==> src/rtl/keep_pkg.sv <==
// keep_pkg
//   Shared types and constants for the keep mode sequencer: the 2-bit mode
//   type, the sequencer FSM state encoding, and the per-mode value and LED
//   lookup tables. The tables are exposed both as named constants and as
//   lookup functions so the top level can load the output registers directly.
package keep_pkg;

  // Mode index that drives the downstream datapath select
  typedef logic [1:0] mode_t;

  // Sequencer FSM states
  typedef enum logic [1:0] {
    IDLE = 2'd0,
    SHOW = 2'd1,
    HOLD = 2'd2
  } state_e;

  localparam int unsigned VALUE_W = 11;
  localparam int unsigned LED_W   = 3;

  // Per-mode display values
  localparam logic [VALUE_W-1:0] VALUE_M0 = 11'd5;
  localparam logic [VALUE_W-1:0] VALUE_M1 = 11'd10;
  localparam logic [VALUE_W-1:0] VALUE_M2 = 11'd15;
  localparam logic [VALUE_W-1:0] VALUE_M3 = 11'd20;

  // Per-mode LED patterns, ordered {LED2,LED1,LED0}
  localparam logic [LED_W-1:0] LED_M0 = 3'b001;
  localparam logic [LED_W-1:0] LED_M1 = 3'b010;
  localparam logic [LED_W-1:0] LED_M2 = 3'b100;
  localparam logic [LED_W-1:0] LED_M3 = 3'b011;

  // Value lookup for a mode index
  function automatic logic [VALUE_W-1:0] mode_value(input mode_t m);
    logic [VALUE_W-1:0] v;
    case (m)
      2'd0:    v = VALUE_M0;
      2'd1:    v = VALUE_M1;
      2'd2:    v = VALUE_M2;
      2'd3:    v = VALUE_M3;
      default: v = VALUE_M0;
    endcase
    return v;
  endfunction

  // LED pattern lookup for a mode index
  function automatic logic [LED_W-1:0] mode_led(input mode_t m);
    logic [LED_W-1:0] l;
    case (m)
      2'd0:    l = LED_M0;
      2'd1:    l = LED_M1;
      2'd2:    l = LED_M2;
      2'd3:    l = LED_M3;
      default: l = LED_M0;
    endcase
    return l;
  endfunction

endpackage

==> src/rtl/keep_btn_cond.sv <==
// keep_btn_cond
//   Conditions the asynchronous push button into a single-cycle press pulse:
//   2-flop synchroniser, optional debounce, rising-edge detect.
//   Optional feature macro: KEEP_DEBOUNCE_EN
//     defined   -> the synchronised level must be stable for DEB_CYCLES clocks
//                  before the debounced level follows it; edges are taken on
//                  the debounced level.
//     undefined -> every synchronised rising edge is a press.
// Ports
//   clk      in  1  system clock
//   rst      in  1  synchronous active-high reset
//   btn_i    in  1  raw asynchronous button, high = pressed
//   press_o  out 1  one-cycle pulse per press (combinational from flops)
module keep_btn_cond #(
  parameter int unsigned DEB_CYCLES = 1_000_000
) (
  input  logic clk,
  input  logic rst,
  input  logic btn_i,
  output logic press_o
);

  // A zero-length debounce window is meaningless in either build
  if (DEB_CYCLES < 1) begin : g_bad_deb_cycles
    $error("keep_btn_cond: DEB_CYCLES must be at least 1");
  end

  logic sync1_q;
  logic sync2_q;
  logic prev_q;
  logic level_s;

  // Two-flop synchroniser for the asynchronous button
  always_ff @(posedge clk) begin
    if (rst) begin
      sync1_q <= 1'b0;
      sync2_q <= 1'b0;
    end else begin
      sync1_q <= btn_i;
      sync2_q <= sync1_q;
    end
  end

`ifdef KEEP_DEBOUNCE_EN
  localparam int unsigned DEB_W = (DEB_CYCLES > 1) ? $clog2(DEB_CYCLES + 1) : 1;
  localparam logic [DEB_W-1:0] DEB_LAST = DEB_W'(DEB_CYCLES - 1);

  logic             deb_q;
  logic             deb_d;
  logic [DEB_W-1:0] deb_cnt_q;
  logic [DEB_W-1:0] deb_cnt_d;

  // Count consecutive cycles the synchronised level disagrees with the
  // debounced level; any agreement restarts the window, so short glitches
  // never reach the edge detector.
  always_comb begin
    deb_d     = deb_q;
    deb_cnt_d = deb_cnt_q;
    if (sync2_q != deb_q) begin
      if (deb_cnt_q == DEB_LAST) begin
        deb_d     = sync2_q;
        deb_cnt_d = '0;
      end else begin
        deb_cnt_d = deb_cnt_q + 1'b1;
      end
    end else begin
      deb_cnt_d = '0;
    end
  end

  // Debounce state registers
  always_ff @(posedge clk) begin
    if (rst) begin
      deb_q     <= 1'b0;
      deb_cnt_q <= '0;
    end else begin
      deb_q     <= deb_d;
      deb_cnt_q <= deb_cnt_d;
    end
  end

  assign level_s = deb_q;
`else
  assign level_s = sync2_q;
`endif

  // Previous conditioned level for rising-edge detection
  always_ff @(posedge clk) begin
    if (rst) begin
      prev_q <= 1'b0;
    end else begin
      prev_q <= level_s;
    end
  end

  assign press_o = level_s & ~prev_q;

endmodule

==> src/rtl/keep_mode_sequencer.sv <==
// keep_mode_sequencer
//   Steps a 4-entry mode selector (0..3, wrapping) either on a dwell timer
//   (auto_en) or on button presses, and registers the selected mode, its
//   11-bit display value and its 3-LED pattern.
//   Optional feature macro: KEEP_DEBOUNCE_EN (button debounce, see
//   keep_btn_cond).
// Ports
//   clk       in  1   system clock
//   rst       in  1   synchronous active-high reset
//   btn_next  in  1   async push button, each press advances one mode
//   auto_en   in  1   advance on dwell timer expiry
//   hold      in  1   freeze mode and timer
//   sel       out 2   current mode index
//   value     out 11  mode value (5/10/15/20), 0 while idle
//   led       out 3   mode LED pattern {LED2,LED1,LED0}, 000 while idle
//   step      out 1   one-cycle pulse on the cycle sel changes
module keep_mode_sequencer
  import keep_pkg::*;
#(
  parameter int unsigned DWELL_CYCLES = 50_000_000,
  parameter int unsigned DEB_CYCLES   = 1_000_000
) (
  input  logic               clk,
  input  logic               rst,
  input  logic               btn_next,
  input  logic               auto_en,
  input  logic               hold,
  output logic [1:0]         sel,
  output logic [VALUE_W-1:0] value,
  output logic [LED_W-1:0]   led,
  output logic               step
);

  // The wrap compare needs at least two distinct timer values
  if (DWELL_CYCLES < 2) begin : g_bad_dwell_cycles
    $error("keep_mode_sequencer: DWELL_CYCLES must be at least 2");
  end

  localparam int unsigned TIMER_W = $clog2(DWELL_CYCLES);
  localparam logic [TIMER_W-1:0] TIMER_LAST = TIMER_W'(DWELL_CYCLES - 1);

  logic               press_s;
  logic               expire_s;
  mode_t              next_sel_s;

  state_e             state_q, state_d;
  mode_t              sel_q, sel_d;
  logic [VALUE_W-1:0] value_q, value_d;
  logic [LED_W-1:0]   led_q, led_d;
  logic               step_q, step_d;
  logic [TIMER_W-1:0] timer_q, timer_d;

  keep_btn_cond #(
    .DEB_CYCLES (DEB_CYCLES)
  ) u_btn_cond (
    .clk     (clk),
    .rst     (rst),
    .btn_i   (btn_next),
    .press_o (press_s)
  );

  assign expire_s   = auto_en && (timer_q == TIMER_LAST);
  assign next_sel_s = sel_q + 2'd1;

  // Next-state and output-register logic for the sequencer FSM
  always_comb begin
    state_d = state_q;
    sel_d   = sel_q;
    value_d = value_q;
    led_d   = led_q;
    step_d  = 1'b0;
    timer_d = timer_q;

    case (state_q)
      IDLE: begin
        if (press_s || auto_en) begin
          // Entering SHOW loads mode 0 without a step pulse
          state_d = SHOW;
          sel_d   = 2'd0;
          value_d = mode_value(2'd0);
          led_d   = mode_led(2'd0);
          timer_d = '0;
        end else begin
          state_d = IDLE;
          sel_d   = 2'd0;
          value_d = '0;
          led_d   = '0;
          timer_d = '0;
        end
      end

      SHOW: begin
        if (hold) begin
          // hold wins over a same-cycle advance; everything freezes
          state_d = HOLD;
        end else if (press_s || expire_s) begin
          // Coincident press and expiry collapse into one advance
          state_d = SHOW;
          sel_d   = next_sel_s;
          value_d = mode_value(next_sel_s);
          led_d   = mode_led(next_sel_s);
          step_d  = 1'b1;
          timer_d = '0;
        end else if (auto_en) begin
          state_d = SHOW;
          timer_d = timer_q + 1'b1;
        end else begin
          state_d = SHOW;
        end
      end

      HOLD: begin
        if (hold) begin
          state_d = HOLD;
        end else if (expire_s) begin
          // The release cycle already counts as a running cycle, so a timer
          // frozen at its last value expires right away. Presses stay dropped.
          state_d = SHOW;
          sel_d   = next_sel_s;
          value_d = mode_value(next_sel_s);
          led_d   = mode_led(next_sel_s);
          step_d  = 1'b1;
          timer_d = '0;
        end else if (auto_en) begin
          state_d = SHOW;
          timer_d = timer_q + 1'b1;
        end else begin
          state_d = SHOW;
        end
      end

      default: begin
        state_d = IDLE;
        sel_d   = 2'd0;
        value_d = '0;
        led_d   = '0;
        timer_d = '0;
      end
    endcase
  end

  // State, timer and output registers
  always_ff @(posedge clk) begin
    if (rst) begin
      state_q <= IDLE;
      sel_q   <= 2'd0;
      value_q <= '0;
      led_q   <= '0;
      step_q  <= 1'b0;
      timer_q <= '0;
    end else begin
      state_q <= state_d;
      sel_q   <= sel_d;
      value_q <= value_d;
      led_q   <= led_d;
      step_q  <= step_d;
      timer_q <= timer_d;
    end
  end

  assign sel   = sel_q;
  assign value = value_q;
  assign led   = led_q;
  assign step  = step_q;

endmodule

==> config.mk <==
export PLATFORM = sky130hd
export DESIGN_NAME = keep_mode_sequencer
export DESIGN_NICKNAME = d
export VERILOG_FILES = /design/src/rtl/keep_pkg.sv /design/src/rtl/keep_btn_cond.sv /design/src/rtl/keep_mode_sequencer.sv
export SDC_FILE = /design/constraint.sdc
export NUM_CORES = 1
export LEC_CHECK = 0
export ABC_AREA = 1
export CAP_MARGIN = 20
export CORE_MARGIN = 2
export CORE_UTILIZATION = 45
export DETAILED_ROUTE_END_ITERATION = 8
export GPL_ROUTABILITY_DRIVEN = 0
export PLACE_DENSITY = 0.7
export SETUP_SLACK_MARGIN = 0.05
export SYNTH_ARGS = -nofsm -noshare
export SYNTH_HDL_FRONTEND = slang
export SYNTH_SLANG_ARGS = --single-unit
==> constraint.sdc <==
create_clock -name clk -period 4.8 [get_ports clk]
set_clock_uncertainty 0.2 [all_clocks]
set_input_delay 0.96 -clock clk [delete_from_list [all_inputs] [get_ports clk]]
set_output_delay 0.96 -clock clk [all_outputs]
set_load 0.05 [all_outputs]
==> results.sh, run 1 <==
export IMPL_run_status="completed"
export IMPL_area_growth_pct=10.7
export IMPL_crit_path_top_delay_cell="clkdlybuf4s50_1"
export IMPL_vias=2162
export IMPL_crit_cells=1
export IMPL_power_leakage_uw=0.00112
export IMPL_die_area_sq_um=6240
export IMPL_cts_resized=0
export IMPL_fp_dieH_um=79.0
export IMPL_worstSetupPathType="flop to primary output"
export IMPL_yosys_warnings=0
export IMPL_drtAntennaViolNets=0
export IMPL_rr_endpoint="timer_q[1]$_SDFFE_PP0P_"
export IMPL_tritoncts="done"
export IMPL_arrival_ns=1.55
export IMPL_synth_async_reset_ratio_pct=0
export IMPL_netlist_area_sq_um=2530
export IMPL_grt_pass1_wl_um=8710
export IMPL_max_freq_mhz=369
export IMPL_seq_area_sq_um=801
export IMPL_io_pins=22
export IMPL_fillers=542
export IMPL_max_stage_delay_ns=0.84
export IMPL_min_path_cells=2
export IMPL_fin_util_pct=51.2
export IMPL_finalSetupViolCount=0
export IMPL_clk_root_buffer_cell="clkbuf_8"
export IMPL_grt_max_degree=25
export IMPL_final_period_minus_worst_setup_slack_ns=2.71
export IMPL_antenna_diode_count=0
export IMPL_synth_compound_area_share_pct=8.06
export IMPL_rows=27
export IMPL_whs_ns=0.206
export IMPL_synth_area_leaders="dfxtp_1, nand2_1, nor2_1"
export IMPL_hold_viol=0
export IMPL_clk_pin_slew_worst_paths_ns=0.08
export IMPL_r2r_start="state_q[0]$_SDFF_PP0_"
export IMPL_avgSynthCellArea_sq_um=6.97
export IMPL_cp_buffers_inverters=1
export IMPL_relSlewSlack_pct=66.5
export IMPL_synth_edf_count=0
export IMPL_routed_wl_um=4990
export IMPL_portBuffers=15
export IMPL_rrSetupSlack_ns=2.57
export IMPL_hpwlAfterDp_um=3800
export IMPL_required_ns=3.64
export IMPL_core_sq_um=5470
export IMPL_synthDistinctLibCells=33
export IMPL_synth_top_cell_area_share_pct=31.7
export IMPL_overflow=0
export IMPL_crit_family="buffers and inverters"
export IMPL_synth_top_cell_by_area="dfxtp_1"
export IMPL_critPathCapture="sel[0]"
export IMPL_setup_tns_ns=0
export IMPL_die_x_um=79.0
export IMPL_cts_buffers=5
export IMPL_rsz0062_at_grt="false"
export IMPL_place_ws_ns=1.92
export IMPL_cap_violations=0
export IMPL_setup_ws_ns=2.09
export IMPL_synthAdderAreaFrac_pct=3.96
export IMPL_drc=0
export IMPL_clkLatencyLatePin_ns=0.29
export IMPL_viasPerCell=4.80
export IMPL_cp_end_kind="primary output"
export IMPL_final_common_cell="nand2_1"
export IMPL_slew_violations=0
export IMPL_cp_cell_sequence="clkdlybuf4s50_1"
export IMPL_initial_core_util_pct=46.2
export IMPL_post_cts_setup_buffer_count=0
export IMPL_drt_pass1_iter_count=4
export IMPL_synth_xor_area_share_pct=4.85
export IMPL_worst_setup_path_start_kind="flop"
export IMPL_syn_inst=363
export IMPL_yosysSeqAreaShare_pct=31.7
export IMPL_grt_usage_pct=17.6
export IMPL_muxShareOfSynthArea_pct=0
export IMPL_fin_nets=390
export IMPL_drive_gt1_share_pct=16.4
export IMPL_cts_hold_buf=0
export IMPL_routedWlPerCell_um=11.1
export IMPL_synth_seq_cells=40
export IMPL_reg2regPathDepth=11
export IMPL_cellPowerDensity_nw_per_um2=280
export IMPL_ir_drop_mv=0.123
export IMPL_cts_htree_levels=2
export IMPL_clockBufferDepth=2
export IMPL_multiInputGateArea_sq_um=1500
export IMPL_ys_flop_type="dfxtp_1"
export IMPL_cts_sinks=40
export IMPL_most_common_layout_cells="nand2_1, nor2_1, dfxtp_1"
export IMPL_synth_top_family_by_area="simple AND/OR/NAND/NOR gates"
export IMPL_grt_pass1_vias=1965
export IMPL_finalCritPeriodShare_pct=56.4
export IMPL_hold_path_class="flop to flop"
export IMPL_tightest_slew_ns=0.502
export IMPL_worst_path_max_fanout=6
export IMPL_antenna_found_initial=0
export IMPL_first_iter_violations=100
export IMPL_synth_simple_area_share_pct=41.5
export IMPL_startpoint="sel[0]$_SDFFE_PP0P_"
[per-stage QoR]
step,total power [uW],cell area [sq um],instances
6_report,783,2800,450
2_1_floorplan,489,2550,368
3_5_place_dp,522,2690,442
5_1_grt,823,2800,450
4_1_cts,791,2800,450
3_3_place_gp,520,2690,442
[registers in the layout, summed over array words and instances (netlist names)]
register            cells
u_btn_cond.sync1_q      1
step                    1
state_q                 2
u_btn_cond.prev_q       1
value                   4
timer_q                26
sel                     2
led                     2
u_btn_cond.level_s      1
[report_power, final]
| group | leakage, uW | total (uW) | switching (uW) | internal (uW) |
|---|---|---|---|---|
| logic | 0.000736 | 161 | 116 | 45.6 |
| clock network | 0.0000552 | 270 | 116 | 154 |
| registers | 0.000324 | 352 | 7.94 | 344 |
[cell families after synthesis]
family,Yosys count
other cells,1
fa+ha+maj,8
simple gates,217
compound gates,31
flops,40
xor+xnor,14
buf+inv,52
[worst min-delay path by stage]
stage | startpoint | to | slack (ns)
after detailed placement | u_btn_cond.sync1_q$_SDFF_PP0_ | u_btn_cond.level_s$_SDFF_PP0_ | 0.20
after CTS | u_btn_cond.sync1_q$_SDFF_PP0_ | u_btn_cond.level_s$_SDFF_PP0_ | 0.21
final | u_btn_cond.sync1_q$_SDFF_PP0_ | u_btn_cond.level_s$_SDFF_PP0_ | 0.21
after floorplan | u_btn_cond.sync1_q$_SDFF_PP0_ | u_btn_cond.level_s$_SDFF_PP0_ | 0.19
after global placement | u_btn_cond.sync1_q$_SDFF_PP0_ | u_btn_cond.level_s$_SDFF_PP0_ | 0.20
after global routing | u_btn_cond.sync1_q$_SDFF_PP0_ | u_btn_cond.level_s$_SDFF_PP0_ | 0.24
[synthesized netlist by cell type, types with 8 or more instances]
library cell,count
ha_1,8
inv_1,32
nand3_1,19
nor2_1,59
dfxtp_1,40
a21oi_1,11
o21ai_0,9
xor2_1,9
nand2_1,86
nand2_2,18
buf_4,9
a21oi_2,10
[layer usage]
| metal | vias up | track usage [%] | share of wire [%] |
|---|---|---|---|
| met5 | - | 0 | 0 |
| met4 | 0 | 7.41 | 1.3 |
| met3 | 5 | 2.50 | 4.3 |
| met2 | 42 | 29.2 | 47 |
| met1 | 968 | 23.1 | 47 |
| li1 | 1147 | - | - |
[cell type report]
| class | instances | share of cell area (%) |
|---|---|---|
| Inverter | 38 | 5.18 |
| Sequential cell | 40 | 28.6 |
| Clock buffer | 6 | 2.59 |
| Tap cell | 72 | 3.22 |
| Multi-Input combinational cell | 276 | 53.5 |
| Clock inverter | 2 | 1.25 |
| Timing Repair Buffer | 16 | 5.63 |
Power figures use the tool's default switching activity.
==> inputs of run 2 (changes only) <==
clock period = 2.5 ns   (was 4.8 ns; I/O delays follow)
==> results.sh, run 2 (synthesis results as in run 1) <==
export IMPL_rrSetupSlack_ns=0.52
export IMPL_overflow=0
export IMPL_rr_endpoint="timer_q[15]$_SDFFE_PP0P_"
export IMPL_cp_end_kind="primary output"
export IMPL_fin_util_pct=51.2
export IMPL_fin_nets=394
export IMPL_largest_register="timer_q"
export IMPL_slew_violations=0
export IMPL_dpl_cell_area_sq_um=2720
export IMPL_drt_pass1_iter_count=4
export IMPL_run_status="completed"
export IMPL_drc=0
export IMPL_grt_max_degree=16
export IMPL_routedWlPerCell_um=11.0
export IMPL_final_cells=453
export IMPL_drtAntennaViolNets=0
export IMPL_finalCritPeriodShare_pct=90.6
export IMPL_seq_area_sq_um=801
export IMPL_die_x_um=79.0
export IMPL_clkPwrFrac_pct=29.0
export IMPL_p_total_uw=1400
export IMPL_r2r_start="state_q[0]$_SDFF_PP0_"
export IMPL_antenna_diode_count=0
export IMPL_tritoncts="done"
export IMPL_grt_pass1_vias=2018
export IMPL_cts_hold_buf=0
export IMPL_cts_sinks=40
export IMPL_crit_cells=1
export IMPL_finalSetupViolCount=0
export IMPL_cp_buffers_inverters=1
export IMPL_power_switching_uw=458
export IMPL_final_area_sq_um=2800
export IMPL_dp_cells=446
export IMPL_clkLatencyLatePin_ns=0.29
export IMPL_most_common_layout_cells="nand2_1, nor2_1, dfxtp_1"
export IMPL_p_comb_share_pct=22.7
export IMPL_fillers=540
export IMPL_reg2regPathDepth=11
export IMPL_clockBufferDepth=2
export IMPL_cts_buffers=5
export IMPL_rows=27
export IMPL_max_freq_mhz=442
export IMPL_cts_resized=0
export IMPL_hpwlAfterDp_um=3900
export IMPL_hold_viol=0
export IMPL_grt_pass1_wl_um=9000
export IMPL_post_cts_setup_buffer_count=0
export IMPL_portBuffers=15
export IMPL_ir_drop_mv=0.285
export IMPL_power_leakage_uw=0.00112
export IMPL_startpoint="sel[0]$_SDFFE_PP0P_"
export IMPL_area_growth_pct=10.7
export IMPL_tightest_slew_ns=0.506
export IMPL_cts_htree_levels=2
export IMPL_first_iter_violations=108
export IMPL_switching_share_pct=32.7
export IMPL_viasPerCell=4.77
export IMPL_initial_core_util_pct=46.2
export IMPL_crit_family="buffers and inverters"
export IMPL_io_pins=22
export IMPL_clk_root_buffer_cell="clkbuf_8"
export IMPL_cap_violations=0
export IMPL_fp_dieH_um=79.0
export IMPL_arrival_ns=1.56
export IMPL_p_int_uw=944
export IMPL_core_sq_um=5470
export IMPL_max_stage_delay_ns=0.85
export IMPL_cp_cell_sequence="clkdlybuf4s50_1"
export IMPL_largest_reg_flops=26
export IMPL_antenna_found_initial=0
export IMPL_die_area_sq_um=6240
export IMPL_worst_path_max_fanout=6
export IMPL_setup_tns_ns=0
export IMPL_worst_setup_path_start_kind="flop"
export IMPL_clk_pin_slew_worst_paths_ns=0.07
export IMPL_multiInputGateArea_sq_um=1500
export IMPL_grt_usage_pct=18.1
export IMPL_crit_path_top_delay_cell="clkdlybuf4s50_1"
export IMPL_rsz0062_at_grt="false"
export IMPL_drive_gt1_share_pct=17.1
export IMPL_vias=2161
export IMPL_required_ns=1.80
export IMPL_routed_wl_um=4960
export IMPL_relSlewSlack_pct=66.2
export IMPL_hold_path_class="flop to flop"
export IMPL_critPathCapture="sel[0]"
export IMPL_cellPowerDensity_nw_per_um2=501
export IMPL_p_seq_share_pct=48.2
export IMPL_final_period_minus_worst_setup_slack_ns=2.26
export IMPL_worstSetupPathType="flop to primary output"
export IMPL_final_common_cell="nand2_1"
-- run 2: final cells by class --
cell class / count / share of cell area (%)
multi-input cells: 276 / 53.5
inverters: 38 / 5.18
flip-flops and latches: 40 / 28.6
well taps: 72 / 3.22
clock buffers: 6 / 2.59
clock inverters: 1 / 0.179
repair buffers: 20 / 6.70
-- run 2: routing by layer --
metal | part of all wire [%] | routed length [um] | global-route usage, %
met3 | 4.1 | 202 | 3.64
met4 | 1.9 | 96 | 7.93
met1 | 48 | 2380 | 23.7
met2 | 46 | 2280 | 28.8
met5 | 0 | 0 | 0
-- run 2: worst min-delay path: stages (launching register included) --
cell and delay (ns):
dfxtp_1 0.30, inv_1 0.04, nor2_1 0.04
-- run 2: worst min-delay path by stage --
stage,end,depth (start not counted),slack (ns),from
after global placement,u_btn_cond.level_s$_SDFF_PP0_,2,0.20,u_btn_cond.sync1_q$_SDFF_PP0_
after global routing,u_btn_cond.level_s$_SDFF_PP0_,2,0.24,u_btn_cond.sync1_q$_SDFF_PP0_
after CTS,u_btn_cond.level_s$_SDFF_PP0_,2,0.22,u_btn_cond.sync1_q$_SDFF_PP0_
final,u_btn_cond.level_s$_SDFF_PP0_,2,0.22,u_btn_cond.sync1_q$_SDFF_PP0_
after floorplan,u_btn_cond.level_s$_SDFF_PP0_,2,0.19,u_btn_cond.sync1_q$_SDFF_PP0_
after detailed placement,u_btn_cond.level_s$_SDFF_PP0_,2,0.20,u_btn_cond.sync1_q$_SDFF_PP0_
-- run 2: metrics by stage --
step                      hold WS, ns  setup slack, ns
after global routing            0.241            0.183
after floorplan                 0.188            0.533
after CTS                       0.219            0.216
after detailed placement        0.203            0.177
final                           0.219            0.236
after global placement          0.203            0.186
-- run 2: power groups by stage --
stage / sequential, uW / clock (uW) / combinational, uW
floorplan: 749 / 0 / 190
global placement: 689 / 0 / 317
detailed placement: 692 / 0 / 320
CTS: 677 / 418 / 321
global route: 679 / 446 / 352
finish: 676 / 407 / 318
